`src/rtl/torpedo_hit_detector.sv`:
```
// +----------------------------------------------------------------------------+
// | torpedo_hit_detector: per-frame torpedo/asteroid/ship collision resolver   |
// | Revision: 1.0                                                              |
// +----------------------------------------------------------------------------+
`default_nettype none

module torpedo_hit_detector #(
  parameter int N_TORP  = 4,
  parameter int N_AST   = 8,
  parameter int SCORE_W = 16,
  parameter int POINTS  = 10
) (
  input  logic               clk,
  input  logic               reset,
  input  logic               vsync,
  input  logic               pix_valid,
  input  logic [N_TORP-1:0]  torp_pix,
  input  logic [N_TORP-1:0]  torp_alive,
  input  logic [N_AST-1:0]   ast_pix,
  input  logic               ship_pix,
  input  logic               ship_enable,
  input  logic               score_clear,
  output logic [N_TORP-1:0]  torp_hit,
  output logic [N_AST-1:0]   ast_hit,
  output logic               ship_hit,
  output logic [SCORE_W-1:0] score,
  output logic               overrun,
  output logic               busy
);

  localparam int IW = (N_TORP > 1) ? $clog2(N_TORP) : 1;
  localparam int CW = $clog2(N_AST + 1);
  localparam int AW = SCORE_W + CW + 7;

  typedef enum logic [1:0] {
    S_IDLE    = 2'd0,
    S_RESOLVE = 2'd1,
    S_EMIT    = 2'd2
  } state_t;

  state_t                         state_q, state_d;
  logic [IW-1:0]                  idx_q, idx_d;
  logic [N_TORP-1:0][N_AST-1:0]   coll_q, coll_d;
  logic [N_TORP-1:0][N_AST-1:0]   snap_q, snap_d;
  logic                           ship_coll_q, ship_coll_d;
  logic                           ship_snap_q, ship_snap_d;
  logic [N_AST-1:0]               taken_q, taken_d;
  logic [N_TORP-1:0]              torp_pend_q, torp_pend_d;
  logic [N_AST-1:0]               ast_pend_q, ast_pend_d;
  logic [N_TORP-1:0]              torp_hit_q, torp_hit_d;
  logic [N_AST-1:0]               ast_hit_q, ast_hit_d;
  logic                           ship_hit_q, ship_hit_d;
  logic [SCORE_W-1:0]             score_q, score_d;
  logic                           overrun_q, overrun_d;

  logic [N_TORP-1:0][N_AST-1:0]   contrib;
  logic                           ship_contrib;
  logic [N_AST-1:0]               avail;
  logic [N_AST-1:0]               pick;
  logic [CW-1:0]                  kills;
  logic [AW-1:0]                  score_base;
  logic [AW-1:0]                  score_sum;
  logic [SCORE_W-1:0]             score_sat;

  // This cycle's collision contribution, used both for accumulation and for
  // the vsync snapshot so a pixel coincident with vsync is not lost.
  always_comb begin
    for (int i = 0; i < N_TORP; i++) begin
      contrib[i] = (pix_valid && torp_pix[i] && torp_alive[i]) ? ast_pix : '0;
    end
    ship_contrib = pix_valid & ship_pix & ship_enable & (|ast_pix);
  end

  // Lowest free asteroid hit by the torpedo under resolution (two's-complement isolate).
  always_comb begin
    avail = snap_q[idx_q] & ~taken_q;
    pick  = avail & (~avail + N_AST'(1));
  end

  always_comb begin
    kills = '0;
    for (int j = 0; j < N_AST; j++) begin
      kills = kills + CW'(ast_pend_q[j]);
    end
    score_base = score_clear ? '0 : AW'(score_q);
    score_sum  = score_base + (AW'(kills) * AW'(POINTS));
    score_sat  = (score_sum > AW'({SCORE_W{1'b1}})) ? {SCORE_W{1'b1}}
                                                    : score_sum[SCORE_W-1:0];
  end

  always_comb begin
    state_d     = state_q;
    idx_d       = idx_q;
    coll_d      = coll_q | contrib;
    ship_coll_d = ship_coll_q | ship_contrib;
    snap_d      = snap_q;
    ship_snap_d = ship_snap_q;
    taken_d     = taken_q;
    torp_pend_d = torp_pend_q;
    ast_pend_d  = ast_pend_q;
    torp_hit_d  = '0;
    ast_hit_d   = '0;
    ship_hit_d  = 1'b0;
    score_d     = score_clear ? '0 : score_q;
    overrun_d   = overrun_q;

    if (vsync) begin
      coll_d      = '0;
      ship_coll_d = 1'b0;
      if (state_q == S_IDLE) begin
        snap_d      = coll_q | contrib;
        ship_snap_d = ship_coll_q | ship_contrib;
        taken_d     = '0;
        idx_d       = '0;
        state_d     = S_RESOLVE;
      end else begin
        overrun_d = 1'b1;
      end
    end

    case (state_q)
      S_RESOLVE: begin
        if (|avail) begin
          torp_pend_d[idx_q] = 1'b1;
          taken_d            = taken_q | pick;
          ast_pend_d         = ast_pend_q | pick;
        end
        if (idx_q == IW'(N_TORP - 1)) begin
          state_d = S_EMIT;
        end else begin
          idx_d = idx_q + IW'(1);
        end
      end
      S_EMIT: begin
        torp_hit_d  = torp_pend_q;
        ast_hit_d   = ast_pend_q;
        ship_hit_d  = ship_snap_q;
        torp_pend_d = '0;
        ast_pend_d  = '0;
        score_d     = score_sat;
        state_d     = S_IDLE;
      end
      default: ;
    endcase
  end

  always_ff @(posedge clk) begin
    if (reset) begin
      state_q     <= S_IDLE;
      idx_q       <= '0;
      coll_q      <= '0;
      snap_q      <= '0;
      ship_coll_q <= 1'b0;
      ship_snap_q <= 1'b0;
      taken_q     <= '0;
      torp_pend_q <= '0;
      ast_pend_q  <= '0;
      torp_hit_q  <= '0;
      ast_hit_q   <= '0;
      ship_hit_q  <= 1'b0;
      score_q     <= '0;
      overrun_q   <= 1'b0;
    end else begin
      state_q     <= state_d;
      idx_q       <= idx_d;
      coll_q      <= coll_d;
      snap_q      <= snap_d;
      ship_coll_q <= ship_coll_d;
      ship_snap_q <= ship_snap_d;
      taken_q     <= taken_d;
      torp_pend_q <= torp_pend_d;
      ast_pend_q  <= ast_pend_d;
      torp_hit_q  <= torp_hit_d;
      ast_hit_q   <= ast_hit_d;
      ship_hit_q  <= ship_hit_d;
      score_q     <= score_d;
      overrun_q   <= overrun_d;
    end
  end

  assign torp_hit = torp_hit_q;
  assign ast_hit  = ast_hit_q;
  assign ship_hit = ship_hit_q;
  assign score    = score_q;
  assign overrun  = overrun_q;
  assign busy     = (state_q != S_IDLE);

endmodule

`default_nettype wire

```
`config.mk`:
```
export PLATFORM = sky130hd
export DESIGN_NAME = torpedo_hit_detector
export DESIGN_NICKNAME = d
export VERILOG_FILES = /design/src/rtl/torpedo_hit_detector.sv
export SDC_FILE = /design/constraint.sdc
export NUM_CORES = 1
export LEC_CHECK = 0
export BUFFER_PORTS_ARGS = -buffer_cell sky130_fd_sc_hd__buf_2
export CORE_MARGIN = 3
export CORE_UTILIZATION = 50
export CTS_CLUSTER_SIZE = 28
export DETAILED_ROUTE_END_ITERATION = 7
export MAX_ROUTING_LAYER = met4
export PLACE_DENSITY = 0.69
export REMOVE_ABC_BUFFERS = 1
export SYNTH_ARGS = -nofsm -noshare
export SYNTH_HDL_FRONTEND = slang
export SYNTH_SLANG_ARGS = --single-unit
export TNS_END_PERCENT = 20
```
`constraint.sdc`:
```
create_clock -name clk -period 7.3 [get_ports clk]
set_clock_uncertainty 0.15 [all_clocks]
set_input_delay 0.365 -clock clk [delete_from_list [all_inputs] [get_ports clk]]
set_output_delay 0.365 -clock clk [all_outputs]
set_load 0.005 [all_outputs]
```
==> summary.txt <==
Route
  • Via-to-Cell Ratio: 5.527
  • DRC viols: 0
  • Drt first pass iters: 4
  • 1st-iter DRT viols: 215
  • Antenna-violating nets left: 0
  • Routed WL: 11,920 µm
  • Wirelength per Cell: 15.28 µm
  • Vias: 4,311

Placed design
  • DP Area: 5762 µm²
  • Placement Setup Slack: 1702 ps
  • Placer Congestion: 0.8635
  • Detail Placement HPWL: 8025 µm
  • PortBufs: 53

Power and ir drop
  • Static Leak: 2.506 nW
  • P per Cell Area: 253.8 nW/µm²
  • Maximum VDD drop: 0.1696 mV

Worst setup path
  • Crit. End Element: register
  • Crit Path Max Fanout: 9
  • Worst path required time: 7570 ps
  • Worst setup path class: register to register
  • CP Data Arrival Time: 5920 ps
  • Startpoint Class: register

Clocking
  • Num Clock Sinks: 120
  • CTS Buf Count: 17
  • Clk slew on worst S/H paths: 60 ps
  • CTS tree: yes
  • H-tree depth: 4
  • Root Driver: clkbuf_8
  • Worst-Skew Late Latency: 520 ps
  • CTS Buffer Depth: 2
  • Post-CTS sizing: 0

Logic synthesis
  • Post-Syn Instances: 588
  • Yosys top cell area share: 44.03%
  • Syn. warnings: 0
  • Top cells by area, synth: dfxtp_1, nor2_1, a211oi_1, ha_1, a21oi_1
  • Syn Std Cell Area: 5456 µm²
  • Syn Area/Cell: 9.280 µm²
  • Post-synth EDFFs: 0
  • Sequential share of the synthesized area: 44.03%
  • Post-synth top cells: dfxtp_1, nor2_1, a21oi_1, a211oi_1, inv_1
  • Post-synth top flop: dfxtp_1
  • Most frequent cell after synthesis: dfxtp_1
  • Yosys reg bits: 120
  • Synth area leader: dfxtp_1
  • Fraction of registers with async set/reset: 0%
  • Synth cell types: 65

Hold path
  • Hold Path Class: input port to register

Global routing
  • Initial antenna violation count: 0
  • Total GRT Usage: 20.79%
  • First-pass GRT wire length: 20,490 µm
  • Remaining global-route overflow: 0
  • Pin count of the biggest net entering global routing: 70
  • Vias in the first global route: 4,373

Finish
  • Layout cells sized above 1: 18.17%
  • Area Growth Syn to Fin: 15.78%
  • Final Instance Area: 6317 µm²
  • N_diodes: 0
  • Nets: 681

STA
  • RSZ-0062 raised after global routing: false
  • Final worst slack: 1647 ps
  • Hold Fails Final Rpt: 0
  • Final setup TNS: 0 ps
  • Period utilization: 77.44%
  • Final Max Tran Viols: 0
  • Finish-stage setup viols: 0
  • Min Tclk post-route: 5653 ps
  • Slew margin rel.: 46.24%
  • Max frequency: 176.9 MHz
  • Worst slew pin tran: 805.3 ps
  • Hold WS: 17.32 ps

Floorplanning
  • Die height: 110.5 µm
  • Die X: 110.5 µm
  • # IOs: 54
  • Die area: 12,200 µm²
  • Row count: 37
  • Core Area: 10,460 µm²
  • Starting Density: 52.15%

Job
  • Count of max-cap constraint violations: 0

Outcome
  • Outcome: finished, final reports clean
## flip-flops by register name, summed over array words and instances (netlist names), 2 cells and up
name	flops
ast_pend_q	8
torp_pend_q	4
torp_hit	4
score	16
taken_q	8
snap_q	32
ast_hit	8
coll_q	32
idx_q	2
state_q	2
## cell families (layout without fill, tap and decap cells)
| logic type | after synthesis | count (layout) | synth area share, % |
|---|---|---|---|
| adders and majority gates | 27 | 27 | 7.017 |
| buffers and inverters | 68 | 124 | 5.159 |
| xor gates and xnor gates | 8 | 8 | 1.284 |
| muxes | 10 | 10 | 3.233 |
| DFF | 120 | 120 | 44.03 |
| and+or+nand+nor | 211 | 211 | 20.29 |
| AOI/OAI and AO/OA | 144 | 144 | 18.99 |
## cells in the final DEF (no fill, tap or decap), drive strengths merged, types with 2 or more instances in the layout
cell type | Yosys | layout
a21oi | 46 | 46
o221ai | 6 | 6
a2bb2oi | 2 | 2
clkinv | 0 | 5
o21a | 5 | 5
nor3 | 10 | 10
clkinvlp | 0 | 8
nand2b | 10 | 10
a311oi | 6 | 6
dfxtp | 120 | 120
and3 | 7 | 7
nand3 | 6 | 6
nor2b | 14 | 14
a22oi | 2 | 2
o21ai | 10 | 10
a32oi | 2 | 2
nand4 | 4 | 4
a32o | 2 | 2
mux4 | 6 | 6
nor2 | 91 | 91
fa | 6 | 6
mux2i | 3 | 3
buf | 6 | 55
a41oi | 5 | 5
o211ai | 6 | 6
a31oi | 2 | 2
nor4 | 7 | 7
or2 | 5 | 5
nand2 | 30 | 30
clkbuf | 26 | 17
a211oi | 39 | 39
ha | 21 | 21
and4 | 2 | 2
a21o | 3 | 3
xnor2 | 5 | 5
inv | 36 | 37
xor2 | 3 | 3
and2 | 19 | 19
## final timing paths
kind | from | to | slack [ps] | cells past startpoint
max reg2reg | ast_pend_q[0] | score[10] | 1650 | 19
max | ast_pend_q[0] | score[10] | 1650 | 19
min reg2reg | score[0] | score[0] | 300 | 2
min | vsync | overrun | 20 | 3
## cell type report
| type | instances | area, µm² |
|---|---|---|
| clock buffers | 17 | 414.1 |
| inverters | 36 | 135.1 |
| multi-input cells | 400 | 2774 |
| flip-flops and latches | 120 | 2402 |
| well taps | 136 | 170.2 |
| clock inverters | 15 | 131.4 |
| fillers | 951 | 4145 |
| repair buffers | 56 | 290.3 |
## routing by layer
layer | vias up | wire length (µm) | track usage, % | part of all wire, %
li1 | 2165 | - | - | -
met1 | 2040 | 5403 | 24.09 | 45
met2 | 93 | 5934 | 35.23 | 50
met3 | 13 | 449 | 3.726 | 3.8
met4 | 0 | 133 | 9.195 | 1.1
met5 | - | 0 | - | 0
## critical path, cell delays in order, from the launching register on
cell	delay, ps
dfxtp_1	330
inv_1	70
fa_1	560
fa_1	430
fa_1	440
inv_1	60
ha_1	160
inv_1	60
fa_1	520
inv_1	80
ha_1	280
ha_1	230
fa_1	380
xnor2_1	140
ha_1	370
o21ai_0	130
a21oi_1	200
o211ai_1	280
or4_1	600
o41ai_1	70
## where the power goes
part           internal [W]  switching [W]  total [W]
clock              0.000449       0.000307   0.000756
sequential         0.000677      0.0000144   0.000692
combinational     0.0000584      0.0000972   0.000156
## stage by stage
step                       power, W  util, %  std cells
after floorplan           0.0008131        -        556
after global placement    0.0008561    55.07        747
after detailed placement  0.0008610    55.07        747
after CTS                  0.001615    60.38        780
after global routing       0.001666    60.38        780
final                      0.001603    60.38        780
## what timing repair did
action,4_1_cts,5_1_grt
hold buffers,1,0
setup buffers,0,0
endpoints found under the hold margin,1,0
Power figures use the tool's default switching activity.
